### config.mk
export PLATFORM = sky130hd
export DESIGN_NAME = pdm_capture_ctrl
export DESIGN_NICKNAME = d
export VERILOG_FILES = /design/src/rtl/pdm_ctrl_pkg.sv /design/src/rtl/pdm_word_packer.sv /design/src/rtl/pdm_capture_ctrl.sv
export SDC_FILE = /design/constraint.sdc
export NUM_CORES = 1
export LEC_CHECK = 0
export BUFFER_PORTS_ARGS = -buffer_cell sky130_fd_sc_hd__buf_2
export CAP_MARGIN = 20
export CORE_ASPECT_RATIO = 1.1
export CORE_UTILIZATION = 60
export CTS_CLUSTER_DIAMETER = 50
export DETAILED_ROUTE_END_ITERATION = 10
export PLACE_DENSITY = 0.8
export SKIP_CTS_REPAIR_TIMING = 1
export SLEW_MARGIN = 40
export SYNTH_ARGS = -nofsm -noshare
export SYNTH_HDL_FRONTEND = slang
export SYNTH_SLANG_ARGS = --single-unit
### constraint.sdc
create_clock -name clk -period 2.25 [get_ports clk]
set_input_delay 0.675 -clock clk [delete_from_list [all_inputs] [get_ports clk]]
set_output_delay 0.675 -clock clk [all_outputs]
set_load 0.03 [all_outputs]
### src/rtl/pdm_ctrl_pkg.sv
// pdm_ctrl_pkg
//   Shared types and constants for the PDM capture controller.
//   - state_e : capture sequencer states
//   - CHAN_L / CHAN_R : values of m_chan for left / right words
package pdm_ctrl_pkg;

    typedef enum logic [1:0] {
        ST_IDLE  = 2'd0,
        ST_WAKE  = 2'd1,
        ST_RUN   = 2'd2,
        ST_DRAIN = 2'd3
    } state_e;

    localparam logic CHAN_L = 1'b0;
    localparam logic CHAN_R = 1'b1;

endpackage

### src/rtl/pdm_word_packer.sv
// pdm_word_packer
//   Packs single-bit strobes LSB first into WORD_W-bit words. Each finished
//   word goes into a 1-deep holding register. A word that finishes while the
//   holding register is full and not being drained is dropped.
//   Ports:
//     clk, resetn    clock, asynchronous active-low reset
//     clr            synchronous clear of shifter, bit counter and holding reg
//     en             accept bit_in this cycle
//     bit_in         serial data bit
//     drain          holding register is being consumed this cycle
//     full_next      next-cycle holding register occupancy
//     word_next      next-cycle holding register contents
//     drop           a finished word was discarded this cycle
module pdm_word_packer #(
    parameter int unsigned WORD_W = 16
) (
    input  logic              clk,
    input  logic              resetn,
    input  logic              clr,
    input  logic              en,
    input  logic              bit_in,
    input  logic              drain,
    output logic              full_next,
    output logic [WORD_W-1:0] word_next,
    output logic              drop
);

    localparam int unsigned CNT_W = (WORD_W > 1) ? $clog2(WORD_W) : 1;

    logic [WORD_W-1:0] shift_q, shift_d;
    logic [WORD_W-1:0] hold_q, hold_d;
    logic [CNT_W-1:0]  cnt_q, cnt_d;
    logic              full_q, full_d;
    logic [WORD_W-1:0] shifted;

    always_comb begin
        shift_d = shift_q;
        hold_d  = hold_q;
        cnt_d   = cnt_q;
        full_d  = full_q && !drain;
        drop    = 1'b0;
        // New bits enter at the MSB, so the first bit ends up at bit 0.
        shifted = {bit_in, shift_q[WORD_W-1:1]};
        if (clr) begin
            shift_d = '0;
            hold_d  = '0;
            cnt_d   = '0;
            full_d  = 1'b0;
        end else if (en) begin
            shift_d = shifted;
            if (cnt_q == CNT_W'(WORD_W - 1)) begin
                cnt_d = '0;
                // A drain in this same cycle has already freed the slot above.
                if (full_d) begin
                    drop = 1'b1;
                end else begin
                    hold_d = shifted;
                    full_d = 1'b1;
                end
            end else begin
                cnt_d = cnt_q + 1'b1;
            end
        end
    end

    always_ff @(posedge clk or negedge resetn) begin
        if (!resetn) begin
            shift_q <= '0;
            hold_q  <= '0;
            cnt_q   <= '0;
            full_q  <= 1'b0;
        end else begin
            shift_q <= shift_d;
            hold_q  <= hold_d;
            cnt_q   <= cnt_d;
            full_q  <= full_d;
        end
    end

    assign full_next = full_d;
    assign word_next = hold_d;

endmodule

### src/rtl/pdm_capture_ctrl.sv
// pdm_capture_ctrl
//   Capture sequencer for a pdm_dual_recv receiver. It starts and stops
//   capture and drives the receiver mode. It discards the microphone wake-up
//   bits, then packs left/right bit strobes into words. Both channels share
//   one valid/ready output.
//   Ports:
//     clk, resetn                  clock, asynchronous active-low reset
//     start, stop, stereo          capture control (stereo sampled on start)
//     pdm_mode                     receiver mode (latched stereo while busy)
//     pdm_l_clk/stream, pdm_r_clk/stream   per-channel bit strobes and data
//     m_valid, m_ready, m_data, m_chan     packed word output (0=L, 1=R)
//     busy, running, ovf           status (ovf is sticky until next start)
//     ovf_cnt                      dropped-word count, saturating at 255;
//                                  present only with PDM_CTRL_OVF_COUNT_EN
module pdm_capture_ctrl
    import pdm_ctrl_pkg::*;
#(
    parameter int unsigned WORD_W    = 16,
    parameter int unsigned WAKE_BITS = 1024,
    parameter int unsigned WAKE_W    = 11
) (
    input  logic              clk,
    input  logic              resetn,
    input  logic              start,
    input  logic              stop,
    input  logic              stereo,
    output logic              pdm_mode,
    input  logic              pdm_l_clk,
    input  logic              pdm_l_stream,
    input  logic              pdm_r_clk,
    input  logic              pdm_r_stream,
    output logic              m_valid,
    input  logic              m_ready,
    output logic [WORD_W-1:0] m_data,
    output logic              m_chan,
    output logic              busy,
    output logic              running,
`ifdef PDM_CTRL_OVF_COUNT_EN
    output logic [7:0]        ovf_cnt,
`endif
    output logic              ovf
);

    state_e            state_q, state_d;
    logic              stereo_q, stereo_d;
    logic              pdm_mode_q, pdm_mode_d;
    logic [WAKE_W-1:0] wake_q, wake_d;
    logic              ovf_q, ovf_d;
    logic              last_q, last_d;
    logic              m_valid_q, m_valid_d;
    logic [WORD_W-1:0] m_data_q, m_data_d;
    logic              m_chan_q, m_chan_d;
    logic              busy_q, busy_d;
    logic              running_q, running_d;

    logic              start_ok, handshake, drain_l, drain_r, en_l, en_r;
    logic              l_full_next, r_full_next, l_drop, r_drop;
    logic [WORD_W-1:0] l_word_next, r_word_next;

    always_comb begin
        start_ok  = (state_q == ST_IDLE) && start && !stop;
        handshake = m_valid_q && m_ready;
        drain_l   = handshake && (m_chan_q == CHAN_L);
        drain_r   = handshake && (m_chan_q == CHAN_R);
        en_l      = (state_q == ST_RUN) && pdm_l_clk;
        en_r      = (state_q == ST_RUN) && pdm_r_clk && stereo_q;
    end

    pdm_word_packer #(.WORD_W(WORD_W)) u_pack_l (
        .clk       (clk),
        .resetn    (resetn),
        .clr       (start_ok),
        .en        (en_l),
        .bit_in    (pdm_l_stream),
        .drain     (drain_l),
        .full_next (l_full_next),
        .word_next (l_word_next),
        .drop      (l_drop)
    );

    pdm_word_packer #(.WORD_W(WORD_W)) u_pack_r (
        .clk       (clk),
        .resetn    (resetn),
        .clr       (start_ok),
        .en        (en_r),
        .bit_in    (pdm_r_stream),
        .drain     (drain_r),
        .full_next (r_full_next),
        .word_next (r_word_next),
        .drop      (r_drop)
    );

    always_comb begin
        state_d    = state_q;
        stereo_d   = stereo_q;
        pdm_mode_d = pdm_mode_q;
        wake_d     = wake_q;
        ovf_d      = ovf_q || l_drop || r_drop;
        last_d     = handshake ? m_chan_q : last_q;

        unique case (state_q)
            ST_IDLE: begin
                if (start_ok) begin
                    state_d    = ST_WAKE;
                    stereo_d   = stereo;
                    pdm_mode_d = stereo;
                    ovf_d      = 1'b0;
                    wake_d     = '0;
                    // Pretend right went last so left is presented first.
                    last_d     = CHAN_R;
                end
            end
            ST_WAKE: begin
                if (stop) begin
                    state_d    = ST_IDLE;
                    pdm_mode_d = 1'b0;
                end else if (pdm_l_clk) begin
                    wake_d = wake_q + 1'b1;
                    if (wake_q == WAKE_W'(WAKE_BITS - 1)) begin
                        state_d = ST_RUN;
                    end
                end
            end
            ST_RUN: begin
                if (stop) begin
                    state_d = ST_DRAIN;
                end
            end
            ST_DRAIN: begin
                if (!l_full_next && !r_full_next) begin
                    state_d    = ST_IDLE;
                    pdm_mode_d = 1'b0;
                end
            end
            default: state_d = ST_IDLE;
        endcase

        // The output register is loaded from the packers' next-cycle holding
        // state. A word finishing on this edge is therefore visible right
        // after the edge, and a just-drained slot is never re-presented.
        m_valid_d = m_valid_q;
        m_data_d  = m_data_q;
        m_chan_d  = m_chan_q;
        if (!m_valid_q || m_ready) begin
            m_valid_d = l_full_next || r_full_next;
            if (l_full_next && r_full_next) begin
                m_chan_d = (last_d == CHAN_L) ? CHAN_R : CHAN_L;
            end else if (l_full_next) begin
                m_chan_d = CHAN_L;
            end else if (r_full_next) begin
                m_chan_d = CHAN_R;
            end
            if (m_valid_d) begin
                m_data_d = (m_chan_d == CHAN_L) ? l_word_next : r_word_next;
            end
        end

        busy_d    = (state_d != ST_IDLE);
        running_d = (state_d == ST_RUN);
    end

    always_ff @(posedge clk or negedge resetn) begin
        if (!resetn) begin
            state_q    <= ST_IDLE;
            stereo_q   <= 1'b0;
            pdm_mode_q <= 1'b0;
            wake_q     <= '0;
            ovf_q      <= 1'b0;
            last_q     <= CHAN_R;
            m_valid_q  <= 1'b0;
            m_data_q   <= '0;
            m_chan_q   <= 1'b0;
            busy_q     <= 1'b0;
            running_q  <= 1'b0;
        end else begin
            state_q    <= state_d;
            stereo_q   <= stereo_d;
            pdm_mode_q <= pdm_mode_d;
            wake_q     <= wake_d;
            ovf_q      <= ovf_d;
            last_q     <= last_d;
            m_valid_q  <= m_valid_d;
            m_data_q   <= m_data_d;
            m_chan_q   <= m_chan_d;
            busy_q     <= busy_d;
            running_q  <= running_d;
        end
    end

    assign pdm_mode = pdm_mode_q;
    assign m_valid  = m_valid_q;
    assign m_data   = m_data_q;
    assign m_chan   = m_chan_q;
    assign busy     = busy_q;
    assign running  = running_q;
    assign ovf      = ovf_q;

`ifdef PDM_CTRL_OVF_COUNT_EN
    logic [7:0] ovf_cnt_q, ovf_cnt_d;
    logic [8:0] ovf_sum;

    // Both channels can drop in the same cycle, so add up to two.
    always_comb begin
        ovf_sum   = {1'b0, ovf_cnt_q} + {8'd0, l_drop} + {8'd0, r_drop};
        ovf_cnt_d = ovf_sum[8] ? 8'hFF : ovf_sum[7:0];
        if (start_ok) begin
            ovf_cnt_d = '0;
        end
    end

    always_ff @(posedge clk or negedge resetn) begin
        if (!resetn) begin
            ovf_cnt_q <= '0;
        end else begin
            ovf_cnt_q <= ovf_cnt_d;
        end
    end

    assign ovf_cnt = ovf_cnt_q;
`endif

endmodule

==> run summary <==
Yosys top cell area share: 57.7%
Worst EP required: 2500 ps
share of layout cells above drive strength 1: 16.9%
Routed Antenna Nets: 0
minimum setup slack among reg-to-reg paths: 120 ps
net total in the final layout: 487
setup TNS: 0 ps
CP Class: flip-flop to flip-flop
max_cap viols: 0
RSZ-0062 raised after global routing: no
Mapped Cells: 434
total CTS buffers: 9
P per Cell Area: 616 mW/mm^2
reg2reg start: u_pack_l.cnt_q[0]
non-filler cells, final: 584
number of global-route vias before repair: 3,200
area grow syn2layout: 12.3%
initial antenna violation count: 0
die width: 86.2 um
Yosys cell types: 48
Yosys reg bits: 109
area leader, netlist: dfrtp_1
register area share after synthesis: 58.3%
crit path time final: 2130 ps
Initial Util: 62.3%
HPWL Detailed: 6080 um
Area after DPL: 0.00507 mm^2
CTS tree: yes
worst-skew pair later-pin latency: 360 ps
Clock Sinks: 109
global-route wire length before repair: 14,700 um
Rows: 33
Worst EP arrival: 2370 ps
root buf cell: clkbuf_8
1st-pass router iterations: 4
status: finished clean
Post-Place Setup Slack: -6.43 ps
height of the chip: 94.7 um
synthesized area per cell: 10.8 um^2
Placeable Area: 0.00751 mm^2
Routed WL per cell: 14.6 um
most frequent cells in the layout: 108 x dfrtp_1, 68 x nand2_1, 35 x nor2_1, 30 x buf_2, 25 x a21oi_1
period utilization: 94.5%
GPL Wtd Cong: 0.843
final hold violation count: 0
DR vias/cell: 5.55
HP Class: input pin to asynchronous set/reset pin
YS warnings: 0
Crit. Startpoint: u_pack_l.cnt_q[0]
commonest non-fill, non-tap cell in the layout: dfrtp_1
finished layout cell area: 0.00526 mm^2
H-tree levels: 3
# diodes: 0
CP Launch Type: flip-flop
synthesized cell area: 0.00468 mm^2
port bufs: 31
endpoints failing setup: 0
maximum VDD drop: 0.329 mV
Worst setup endpoint: m_data[3]
largest net degree at the start of global routing: 42
f_max: 470 MHz
grt total ovfl: 0
Worst Tran Pin Value: 500 ps
r2r endpoint: m_data[3]
largest fanout on the critical path: 16
clock transition at the registers of the reported paths: 110 ps
die area: 0.00816 mm^2
cell total after placement: 568
Net Count, Synth: 447
Leakage: 2.44 nW
# DRC: 0
Setup Skew: 9.72 ps
Final Power: 3.24 mW
via count: 3,242
Crit. End Element: flip-flop
setup ws final: 123 ps
GR Util All Layers: 23.1%
Max Root-Sink Buffers: 2
Top Ports: 32
synth top area cells: dfrtp_1 58%, nand2_1 5.4%, mux2i_1 3.6%
max-slew violation count: 0
Reg2Reg Depth: 6
initial DRC count: 140
Total Wirelength: 8500 um
Max-slew headroom: 66.2%
## critical path, cell delays in order, from the launching register on
cell and delay (ps):
dfrtp_1 420, ha_1 220, nand3_1 210, a2bb2oi_1 220, nor2b_1 160, or2_2 430, a221o_1 340
## cell usage after synthesis (all sizes together)
cell     instances
or4b             1
and2             2
buf             14
nor2            35
dfstp            1
o32ai            1
nand3           23
nand4b           1
o2bb2ai          1
nand2b           1
o2111a           2
nor2b           19
or2              1
xor2             7
or3              2
clkbuf          12
a221o           16
and3             3
and4bb           1
nand3b           2
mux2i           17
a22o            16
a31oi            3
a21oi           25
mux2             2
nand4            3
a2bb2oi          1
o211ai           1
a21boi           1
and3b            1
inv              3
dfrtp          108
ha               3
nand2           68
a211oi           4
xnor2            3
a32o             1
nor3             2
o21ai           24
nor4b            2
o22ai            1
## per-stage QoR
stage / hold WS (ps) / utilization (%)
2_1_floorplan: 379 / -
3_3_place_gp: 479 / 67.5
3_5_place_dp: 488 / 67.5
4_1_cts: 248 / 70.0
5_1_grt: 269 / 70.0
6_report: 242 / 70.0
## report_power, final
group	switching, mW	internal [mW]	total [mW]
Combinational	0.101	0.0467	0.148
Sequential	0.0114	1.97	1.98
Clock	0.685	0.428	1.11
Total	0.797	2.44	3.24
## flip-flops by register name (all words and copies together) (netlist names), 2 cells and up
register and flops:
wake_q 11, m_data 16, u_pack_l.shift_q 15, u_pack_l.cnt_q 4
u_pack_l.hold_q 16, state_q 2, u_pack_r.shift_q 15, u_pack_r.cnt_q 4
u_pack_r.hold_q 16
## layer usage
layer | global-route usage (%) | vias to the layer above | part of all wire (%)
li1 | - | 1608 | -
met1 | 32.2 | 1601 | 49
met2 | 37.2 | 29 | 49
met3 | 3.06 | 4 | 2.0
met4 | 8.61 | 0 | 0.49
met5 | 0 | - | 0
## cell families after synthesis
kind of cell	Yosys count	synth area share, %
AO/OA/AOI/OAI	97	14.9
XOR/XNOR	10	1.87
adder cells (fa/ha/maj)	3	0.801
buffers and inverters	29	3.23
flip-flops	109	58.3
multiplexers	19	4.11
AND/OR/NAND/NOR	167	16.8
## area by class of cell
class                           instances  area, um^2
Multi-Input combinational cell        296        1810
Clock buffer                            9         124
Inverter                                3        11.3
Timing Repair Buffer                   55         388
Sequential cell                       109        2730
Tap cell                              105         131
Fill cell                             573        2250
Clock inverter                          7        63.8
## worst min path at each step
stage                        startpoint                   to  slack [ps]  cells past startpoint
finish                           resetn    u_pack_r.cnt_q[0]         240                      1
CTS                              resetn    u_pack_r.cnt_q[0]         250                      1
floorplan                        resetn                 busy         380                      0
global route                     resetn    u_pack_r.cnt_q[0]         270                      1
global placement               stereo_q             stereo_q         480                      2
detailed placement  u_pack_r.shift_q[1]  u_pack_r.shift_q[1]         490                      1
Note: power is estimated with default switching activity, not from simulation.
